$ cat src/rtl/axis_stream_checker_pkg.sv
// axis_checker_pkg: shared state type, mode codes and LFSR constants for the stream checker
package axis_checker_pkg;
  typedef enum logic [1:0] {HOLD, RUN, DONE} state_t;
  localparam int MODE_CONST = 0;
  localparam int MODE_INCR = 1;
  localparam logic [15:0] LFSR_SEED = 16'hACE1;
  localparam logic [15:0] LFSR_TAPS = 16'hB400;
endpackage

$ cat src/rtl/axis_stream_checker_lfsr16_ready_gen.sv
// lfsr16_ready_gen: enable-stepped x^16+x^14+x^13+x^11+1 Fibonacci LFSR giving a backpressure bit
module lfsr16_ready_gen
  import axis_checker_pkg::*;
(
  input  logic clk,
  input  logic reset,
  input  logic en,
  output logic ready_bit
);
  logic [15:0] q;
  // shift in the tap parity whenever the checker is running
  always_ff @(posedge clk) begin
    if (reset) q <= LFSR_SEED;
    else if (en) q <= {q[14:0], ^(q & LFSR_TAPS)};
  end
  assign ready_bit = q[0];
endmodule

$ cat config.mk
export PLATFORM = sky130hd
export DESIGN_NAME = lfsr16_ready_gen
export DESIGN_NICKNAME = d
export VERILOG_FILES = /design/src/rtl/axis_stream_checker_pkg.sv /design/src/rtl/axis_stream_checker_lfsr16_ready_gen.sv
export SDC_FILE = /design/constraint.sdc
export NUM_CORES = 1
export LEC_CHECK = 0
export BUFFER_PORTS_ARGS = -buffer_cell sky130_fd_sc_hd__buf_2
export CAP_MARGIN = 10
export CORE_AREA = 2 2 39 41
export DETAILED_ROUTE_END_ITERATION = 16
export DIE_AREA = 0 0 41 43
export MAX_ROUTING_LAYER = met4
export PLACE_DENSITY = 0.73
export SLEW_MARGIN = 5
export SYNTH_ARGS = -nofsm -noshare
export SYNTH_HDL_FRONTEND = slang
export SYNTH_SLANG_ARGS = --single-unit
$ cat constraint.sdc
create_clock -name clk -period 1.9 [get_ports clk]
set_clock_uncertainty 0.05 [all_clocks]
set_input_delay 0.57 -clock clk [delete_from_list [all_inputs] [get_ports clk]]
set_output_delay 0.57 -clock clk [all_outputs]
set_load 0.005 [all_outputs]
# After elaboration in Yosys (flattened, before gate mapping)
# Cells that the tools add are included.
# op_classes
order_cmp	0
n_addsub	0
n_bitwise	0
muxes	0
n_div	0
reduce_logical	1
multipliers	0
eq_ne	0
shift	0
# ops
cell	count
$reduce_xor 16->1	1
# word_totals
in_bits	3
output_inout_bits	1
mem_bits_rw	0
wordCells	2
latchBits	0
mem_bits_ro	0
ff_bits	16
mem_count	0

# Depth between registers and ports, before layout
# Gate-level depths: netlist (run 1).
# logic_depth
ltp_word	1
ltp_mapped	4
ltp_nobuf	3

# Worst setup path after synthesis (run 1)
# OpenSTA, ideal clock, no wires.
# synth_path
path_type	input to register
startpoint	input en
endpoint	register q[0]
path_slack_ns	0.678
t_required_ns	1.724
path_buffers	2
setup_time_ns	0.126
path_stages	4
t_arrival_ns	1.045
cell_sequence	buf_6 -> buf_12 -> nor3_1 -> a31oi_1
# synth_lines
element	line	rtl
start, declared	axis_stream_checker_lfsr16_ready_gen.sv:7	input logic en,
end signal, assigned	axis_stream_checker_lfsr16_ready_gen.sv:14	else if (en) q <= {q[14:0], ^(q & LFSR_TAPS)};
end, declared	axis_stream_checker_lfsr16_ready_gen.sv:10	logic [15:0] q;

# Worst setup path in the final report (run 1)
# layout_path
startpoint	register q[0]
endpoint	output ready_bit
# layout_lines
element	line	rtl
end, declared	axis_stream_checker_lfsr16_ready_gen.sv:8	output logic ready_bit
# No word-level cell between the ends.

==> results.txt, run 1 <==
Drt drc -> 0
Fin crit share -> 0.720
Setup bufs post-CTS -> 0
Critical Path Sink Type -> output pin
Vias in the first global route -> 327
DR iter-0 viols -> 5
Vias per inst -> 4.92
Setup TNS -> 0 ps
First-pass GRT wire length -> 1260 um
Largest Register -> q
# IOs -> 4
Avg Inst Size Synth -> 11.3 um^2
Post-synthesis cell area -> 619 um^2
CTS Hold Bufs -> 0
Clk buf depth -> 2
Critical Path Slowest Stage Cell -> dfxtp_1
Hold Path Sink -> q[7]
Die Ht -> 43 um
Max reg flops -> 16
Leak -> 0.000298 uW
Top Metal Used -> met4
Top cells by area, synth -> dfxtp_1, mux2i_1, xnor2_2, nor2_1, nand2_1
Largest net degree at the start of global routing -> 18
DRT Pass-1 Iters -> 3
CTS tree -> built
Slew @ Worst Pin -> 431 ps
Initial core utilization -> 0.448
Row count -> 14
Worst path required time -> 1280 ps
Clock insertion delay at the later pin of the skew report -> 280 ps
Die W -> 41 um
Initial antenna violation count -> 0
Critical setup path kind -> flip-flop to output pin
CTS Buf Count -> 3
Max Fclk -> 0.731 GHz
Worst Reg-to-Reg Cells -> 3
Post-Route Utilization -> 0.463
Startpoint Class -> flip-flop
# fillers -> 134
Share of the yosys chip area belonging to registers -> 0.517
Final GP Congestion -> 0.697
Commonest non-fill, non-tap cell in the layout -> dfxtp_1
Total gr overflow -> 0
CP max FO -> 3
Cells after Synth -> 55
Most frequent cells in the layout -> dfxtp_1, mux2i_1, nor2_1, nand2_1
Largest area contributor in the netlist -> dfxtp_1
DRT antenna net count -> 0
Slowest cell delay on critical path -> 350 ps
Endpoints failing setup -> 0
Crit path arrival time -> 750 ps
Die ar. -> 1760 um^2
Max H-tree Level -> 1
RSZ-0062 raised after global routing -> no
Fraction of layout cells with a size suffix above 1 -> 0.138
IO Port Bufs -> 3
Unique cell type count in the Yosys netlist -> 12
Ant diodes -> 0
GRT Total Usage -> 0.123
Max Slew Vio Count -> 0
Seq cells post-synth -> 16
R2R Path End -> q[0]
Sink Count -> 16
Worst rel slew slack -> 0.713
Net Count, Synth -> 58
Worst hold path type -> flip-flop to flip-flop
Area grow syn2layout -> 3.43%
Hold Startpoint -> q[7]
Wl on met1 -> 362 um
Top-area cell type share of the netlist area -> 0.517
Hold depth -> 2
Max-Cap Viols -> 0
R2r setup slk -> 970 ps
Yosys Warn Count -> 0
Power density over cell area -> 951 nW/um^2
Met3 routed WL -> 13 um
CP bufs+invs -> 1
Worst path depth -> 1
Clk slew on worst S/H paths -> 80 ps
Final layout net count -> 63
Cell family with most CP delay -> flip-flops
Avg WL per Cell -> 10.8 um
Via count -> 364
CTS root buf -> clkbuf_4
CP Cell Sequence -> buf_2
Final HPWL DP -> 560 um
Post-layout minimum cycle time -> 1370 ps
Peak VDD IR -> 0.000427 V
Worst r2r src -> q[10]
Core area -> 1380 um^2
Largest registers -> q (16)
Drt total wl -> 798 um
Post-cts gate resize count -> 0
Fin. Hold Viols -> 0
Met2 Routed Length -> 378 um
Outcome -> finished, final reports clean
## area by class of cell
cell class | count | area (um^2) | share of cell area
repair buffers | 3 | 15.0 | 0.0234
clock buffers | 3 | 22.5 | 0.0352
inverters | 1 | 3.75 | 0.00586
well taps | 16 | 20.0 | 0.0313
flip-flops and latches | 16 | 320 | 0.500
multi-input cells | 35 | 259 | 0.404
## Yosys cell counts, drive strengths merged
cell     n
a31oi    1
nor2     8
clkbuf   1
inv      1
buf      2
nor3     1
mux2i   15
dfxtp   16
nand2    7
xnor2    3
## power breakdown
group	switching [uW]	leakage (uW)	internal (uW)	total, uW
registers	17.0	0.000132	359	376
logic	30.1	0.000152	37.2	67.3
clock network	92.6	0.0000138	73.5	166
## logic make-up after synthesis
family	synth area share
AND/OR/NAND/NOR	0.0990
XOR/XNOR	0.0667
flip-flops	0.517
buffers and inverters	0.0646
AO/OA/AOI/OAI	0.0101
multiplexers	0.242
## worst max path at each step
stage	startpoint	end	slack (ps)
2_1_floorplan	en	q[0]	680
3_3_place_gp	en	q[13]	480
3_5_place_dp	en	q[5]	470
4_1_cts	q[0]	ready_bit	510
5_1_grt	q[0]	ready_bit	490
6_report	q[0]	ready_bit	530
## routing by layer
metal,global-route usage,vias to the layer above
li1,-,186
met1,0.116,170
met2,0.156,4
met3,0.0471,4
met4,0.160,0
met5,-,-
## stage by stage
stage	power, uW	hold slack, ps	std cells	setup WS [ps]	area [um^2]
global placement	450	404	71	482	618
detailed placement	453	413	71	466	618
global route	642	466	74	491	641
finish	609	429	74	533	641
CTS	624	435	74	512	641
floorplan	445	391	55	678	619
Power figures use the tool's default switching activity.
==> run 2: changes to the inputs <==
ABC_AREA = 1   (was default)
PLACE_DENSITY = 0.76   (was 0.73)
clock period = 1.1 ns   (was 1.9 ns; I/O delays follow)
==> results.txt, run 2 <==
Largest family of logic cells by synthesized area -> simple AND/OR/NAND/NOR gates
Total gr overflow -> 0 (unchanged)
CTS Buf Count -> 3 (unchanged)
Ys async rst share -> 0 (unchanged)
DP Area -> 623 um^2 (+0.81%)
Most frequent cell after synthesis -> nand2_1
Clock share of power -> 0.331 (+0.059)
Max reg flops -> 16 (unchanged)
Crit path arrival time -> 730 ps (-20 ps)
Worst hold path type -> input pin to flip-flop
Unique cell type count in the Yosys netlist -> 14 (+2)
Row count -> 14 (unchanged)
Core area -> 1380 um^2 (unchanged)
Avg Inst Size Synth -> 7.72 um^2 (-31%)
Adder-Cell Fraction of Synth Area -> 0 (unchanged)
Die ar. -> 1760 um^2 (unchanged)
CP max FO -> 2 (-1)
Post-synth EDFFs -> 0 (unchanged)
DRT antenna net count -> 0 (unchanged)
Final worst slack -> -9.80 ps (-542 ps)
DRT Pass-1 Iters -> 4 (+1)
Endpoints failing setup -> 1 (+1)
# fillers -> 143 (+6.7%)
Cell family with most CP delay -> flip-flops
Net Count, Synth -> 85 (+47%)
CTS Hold Bufs -> 0 (unchanged)
Ant diodes -> 0 (unchanged)
Area grow syn2layout -> 5.53%
Worst slack at placement -> -20.3 ps (-487 ps)
Int Pwr -> 872 uW (+86%)
Max-Cap Viols -> 0 (unchanged)
Synth Flop Type -> dfxtp_1
Sink Count -> 16 (unchanged)
Failing checks -> negative setup slack
IO Port Bufs -> 3 (unchanged)
Clk buf depth -> 2 (unchanged)
CTS root buf -> clkbuf_4
Startpoint Class -> flip-flop
Power density over cell area -> 1720 nW/um^2 (+81%)
Slowest cell delay on critical path -> 330 ps (-20 ps)
Fraction of layout cells with a size suffix above 1 -> 0.128 (-0.0100)
Cells after Synth -> 82 (+49%)
Post-layout minimum cycle time -> 1110 ps
Seq cells post-synth -> 16 (unchanged)
Critical Path Sink Type -> output pin
Combinational power share -> 0.106 (-0.004)
Yosys Warn Count -> 0 (unchanged)
Critical setup path kind -> flip-flop to output pin
Drt drc -> 0 (unchanged)
# IOs -> 4 (unchanged)
Reg power frac -> 0.563 (-0.054)
GRT Total Usage -> 0.160 (+0.0369)
Largest registers -> q (16)
Outcome -> finished with violations
Max Fclk -> 0.901 GHz
Share of the yosys chip area belonging to registers -> 0.506 (-0.0112)
Top cells by area, synth -> dfxtp_1, nand2_1, o21ai_0, nor2_1, a21oi_1
Leak -> 0.000320 uW (+7.6%)
Drt total wl -> 1010 um (+26%)
Via count -> 498 (+37%)
Critical Path Slowest Stage Cell -> dfxtp_2
Largest area contributor in the netlist -> dfxtp_1
Final Instance Area -> 668 um^2 (+4.3%)
Most frequent cells in the layout -> nand2_1, dfxtp_1, nor2_1, o21ai_0, a21oi_1
Sw Share -> 0.241 (+0.0117)
Max Slew Vio Count -> 0 (unchanged)
Max H-tree Level -> 1 (unchanged)
Fin. Hold Viols -> 0 (unchanged)
Clk slew on worst S/H paths -> 90 ps (about the same)
Synth Area in XOR/XNOR -> 0 (-0.0667)
Initial antenna violation count -> 0 (unchanged)
Simple-gate share of the synthesized area -> 0.233 (+0.134)
Worst path required time -> 720 ps (-560 ps)
Compound-Gate Fraction of Synth Area -> 0.146 (+0.136)
Initial core utilization -> 0.458 (+0.00995)
Slew @ Worst Pin -> 326 ps (-105 ps)
Top-area cell type share of the netlist area -> 0.506 (-0.0112)
Final layout net count -> 90 (+43%)
Die W -> 41 um (unchanged)
RSZ-0062 raised after global routing -> yes
Clock insertion delay at the later pin of the skew report -> 280 ps (about the same)
Die Ht -> 43 um (unchanged)
Post-synthesis cell area -> 633 um^2 (+2.2%)
Largest Register -> q
CTS tree -> built
CP Cell Sequence -> buf_2
Top post-synthesis cells by count -> nand2_1, dfxtp_1, nor2_1
Vias per inst -> 4.88 (-0.74%)
Fin crit share -> 1.01
Commonest non-fill, non-tap cell in the layout -> nand2_1
Final GP Congestion -> 0.733 (+5.1%)
DR iter-0 viols -> 4 (-1)
First-pass GRT wire length -> 1800 um (+43%)
Peak VDD IR -> 0.000789 V (+85%)
P_sw -> 276 uW (+98%)
Avg WL per Cell -> 9.88 um (-8.4%)
CP bufs+invs -> 1 (unchanged)
Largest net degree at the start of global routing -> 20 (+2)
Multiplexer area fraction after synthesis -> 0 (-0.242)
Worst rel slew slack -> 0.783 (+0.0703)
Final HPWL DP -> 703 um (+26%)
Vias in the first global route -> 463 (+42%)
-- run 2: worst paths after layout --
path,startpoint,end,slack [ps],depth (start not counted)
min,reset,q[0],250,3
max reg2reg,q[10],q[0],230,6
max,q[0],ready_bit,-10,1
min reg2reg,q[5],q[5],420,2
-- run 2: stage by stage --
stage	hold slack [ps]	TNS (ps)	total power, uW	util	cells
detailed placement	400	-20.3	777	0.450	97
global route	243	-42.2	1220	0.483	102
floorplan	376	0	762	-	82
global placement	396	0	772	0.450	97
CTS	249	-11.1	1160	0.483	102
finish	251	-9.80	1150	0.483	102
-- run 2: kinds of logic (layout without fill, tap and decap cells) --
logic type             Yosys count  count (layout)
and+or+nand+nor                 38              38
DFF                             16              16
AOI/OAI and AO/OA               18              18
buffers and inverters           10              14
-- run 2: timing repair --
item,CTS,global route
resized for setup,1,0
setup buffers,1,0
setup endpoints to repair,1,1
-- run 2: layout make-up --
type	count	area [um^2]	share of cell area
clock buffer	4	36.3	0.0543
inverter	6	27.5	0.0412
multi-input combinational	56	240	0.360
tap	16	20.0	0.0300
timing repair buffer	4	22.5	0.0337
sequential	16	322	0.481
-- run 2: tightest hold or removal path: stages --
cell	delay, ps
buf_2	130
a21oi_1	50
nand2_1	50
-- run 2: power by group through the flow --
stage | logic, uW | clock network [uW] | registers [uW]
after global placement | 112 | 0 | 660
after detailed placement | 117 | 0 | 660
after global routing | 141 | 427 | 652
after CTS | 123 | 386 | 646
final | 121 | 380 | 647
after floorplan | 106 | 0 | 656
-- run 2: metal layers --
layer	vias to the layer above	track usage	part of all wire
li1	270	-	-
met1	219	0.185	0.49
met2	5	0.222	0.45
met3	4	0.0471	0.026
met4	0	0.120	0.027
met5	-	-	0
==> run 3: changes to the inputs <==
ABC_AREA = 0   (was 1)
BUFFER_PORTS_ARGS = -buffer_cell sky130_fd_sc_hd__buf_4   (was -buffer_cell sky130_fd_sc_hd__buf_2)
PLACE_DENSITY = 0.75   (was 0.76)
SLEW_MARGIN = default   (was 5)
==> results.txt, run 3 (synthesis results as in run 1) <==
Clk slew on worst S/H paths -> 80 ps (about the same)
Met2 Routed Length -> 344 um (-24%)
Crit path arrival time -> 720 ps (about the same)
Critical Path Slowest Stage Cell -> dfxtp_2
Startpoint Class -> flip-flop
Die ar. -> 1760 um^2 (unchanged)
CTS tree -> built
Clk buf depth -> 2 (unchanged)
Placed cells -> 71 (-27%)
Top Metal Used -> met4
Largest net degree at the start of global routing -> 18 (-10%)
Final Total Pwr -> 1060 uW (-7.3%)
Drt drc -> 0 (unchanged)
Outcome -> finished with violations
Ant diodes -> 0 (unchanged)
Met3 routed WL -> 12 um (-54%)
# IOs -> 4 (unchanged)
Max Slew Vio Count -> 0 (unchanged)
Sink Count -> 16 (unchanged)
Fraction of layout cells with a size suffix above 1 -> 0.155 (+0.0273)
DR iter-0 viols -> 2 (-2)
Final worst slack -> -0.706 ps (+9.10 ps)
Area grow syn2layout -> 5.45% (about the same)
Endpoints failing setup -> 1 (unchanged)
RSZ-0062 raised after global routing -> yes
Worst hold path type -> input pin to flip-flop
Final layout net count -> 63 (-30%)
Worst slack at placement -> 50.7 ps (+71.0 ps)
Worst path required time -> 720 ps (about the same)
Row count -> 14 (unchanged)
Final HPWL DP -> 553 um (-21%)
CP Cell Sequence -> buf_6
Initial core utilization -> 0.448 (-0.00995)
Avg WL per Cell -> 10.9 um (+11%)
Setup TNS -> -0.706 ps (+9.10 ps)
Largest Register -> q
Critical Path Sink Type -> output pin
IO Port Bufs -> 3 (unchanged)
Fin cells -> 74 (-27%)
DRT antenna net count -> 0 (unchanged)
DRT Pass-1 Iters -> 4 (unchanged)
CP bufs+invs -> 1 (unchanged)
Vias per inst -> 4.84 (-0.91%)
Core area -> 1380 um^2 (unchanged)
Via count -> 358 (-28%)
Fin crit share -> 1.00 (-0.00827)
Post-layout minimum cycle time -> 1100 ps (-9.10 ps)
Clock insertion delay at the later pin of the skew report -> 270 ps (about the same)
Critical setup path kind -> flip-flop to output pin
Die Ht -> 43 um (unchanged)
Failing checks -> negative setup slack
Initial antenna violation count -> 0 (unchanged)
Max-Cap Viols -> 0 (unchanged)
Fin. Hold Viols -> 0 (unchanged)
Max Fclk -> 0.909 GHz (+0.83%)
Power density over cell area -> 1630 nW/um^2 (-5.2%)
Max reg flops -> 16 (unchanged)
Post-Route Utilization -> 0.472 (-0.0109)
First-pass GRT wire length -> 1290 um (-28%)
Die W -> 41 um (unchanged)
Final GP Congestion -> 0.667 (-9.0%)
Max H-tree Level -> 1 (unchanged)
Leak -> 0.000302 uW (-5.6%)
CTS Buf Count -> 3 (unchanged)
Wl on met1 -> 432 um (-13%)
Most frequent cells in the layout -> mux2i_1, dfxtp_1, nor2_1, nand2_1, clkbuf_4
GRT Total Usage -> 0.120 (-0.0391)
Worst rel slew slack -> 0.825 (+0.0418)
Total gr overflow -> 0 (unchanged)
Drt total wl -> 810 um (-20%)
Vias in the first global route -> 320 (-31%)
Largest registers -> q (16)
Cell family with most CP delay -> flip-flops
CP max FO -> 3 (+1)
Peak VDD IR -> 0.000623 V (-21%)
Slowest cell delay on critical path -> 340 ps (about the same)
Slew @ Worst Pin -> 263 ps (-63.0 ps)
CTS root buf -> clkbuf_4
run 3: worst paths after layout:
kind / startpoint / to / slack, ps / cells after the start
setup / recovery: q[0] / ready_bit / -0.7 / 1
hold / removal: reset / q[1] / 240 / 2
setup reg to reg: q[10] / q[0] / 180 / 3
hold reg to reg: q[7] / q[7] / 430 / 2
run 3: power breakdown:
part	leakage [uW]	total (uW)	internal (uW)	switching (uW)
Combinational	0.000157	125	72.0	52.6
Sequential	0.000132	652	622	30.1
Clock	0.0000138	288	127	161
run 3: area by class of cell:
type,count,area [um^2]
clock buffer,3,22.5
multi-input combinational,35,259
tap,16,20.0
timing repair buffer,3,26.3
inverter,1,3.75
sequential,16,322
fill,145,731
run 3: stage by stage:
stage | hold WS [ps] | area [um^2]
after detailed placement | 414 | 626
after CTS | 239 | 653
after global routing | 246 | 653
after floorplan | 391 | 619
final | 241 | 653
after global placement | 404 | 626
run 3: repair_timing:
item / 4_1_cts / 5_1_grt
hold endpoints to repair: 0 / 0
buffers inserted: 0 / 0
setup endpoints to repair: 1 / 1
hold buffers: 0 / 0
gates resized for setup: 2 / 0
run 3: per-layer routing:
metal  track usage  vias up
met1         0.142      164
met2         0.144        2
met5             -        -
met4         0.120        0
li1              -      190
met3        0.0471        2
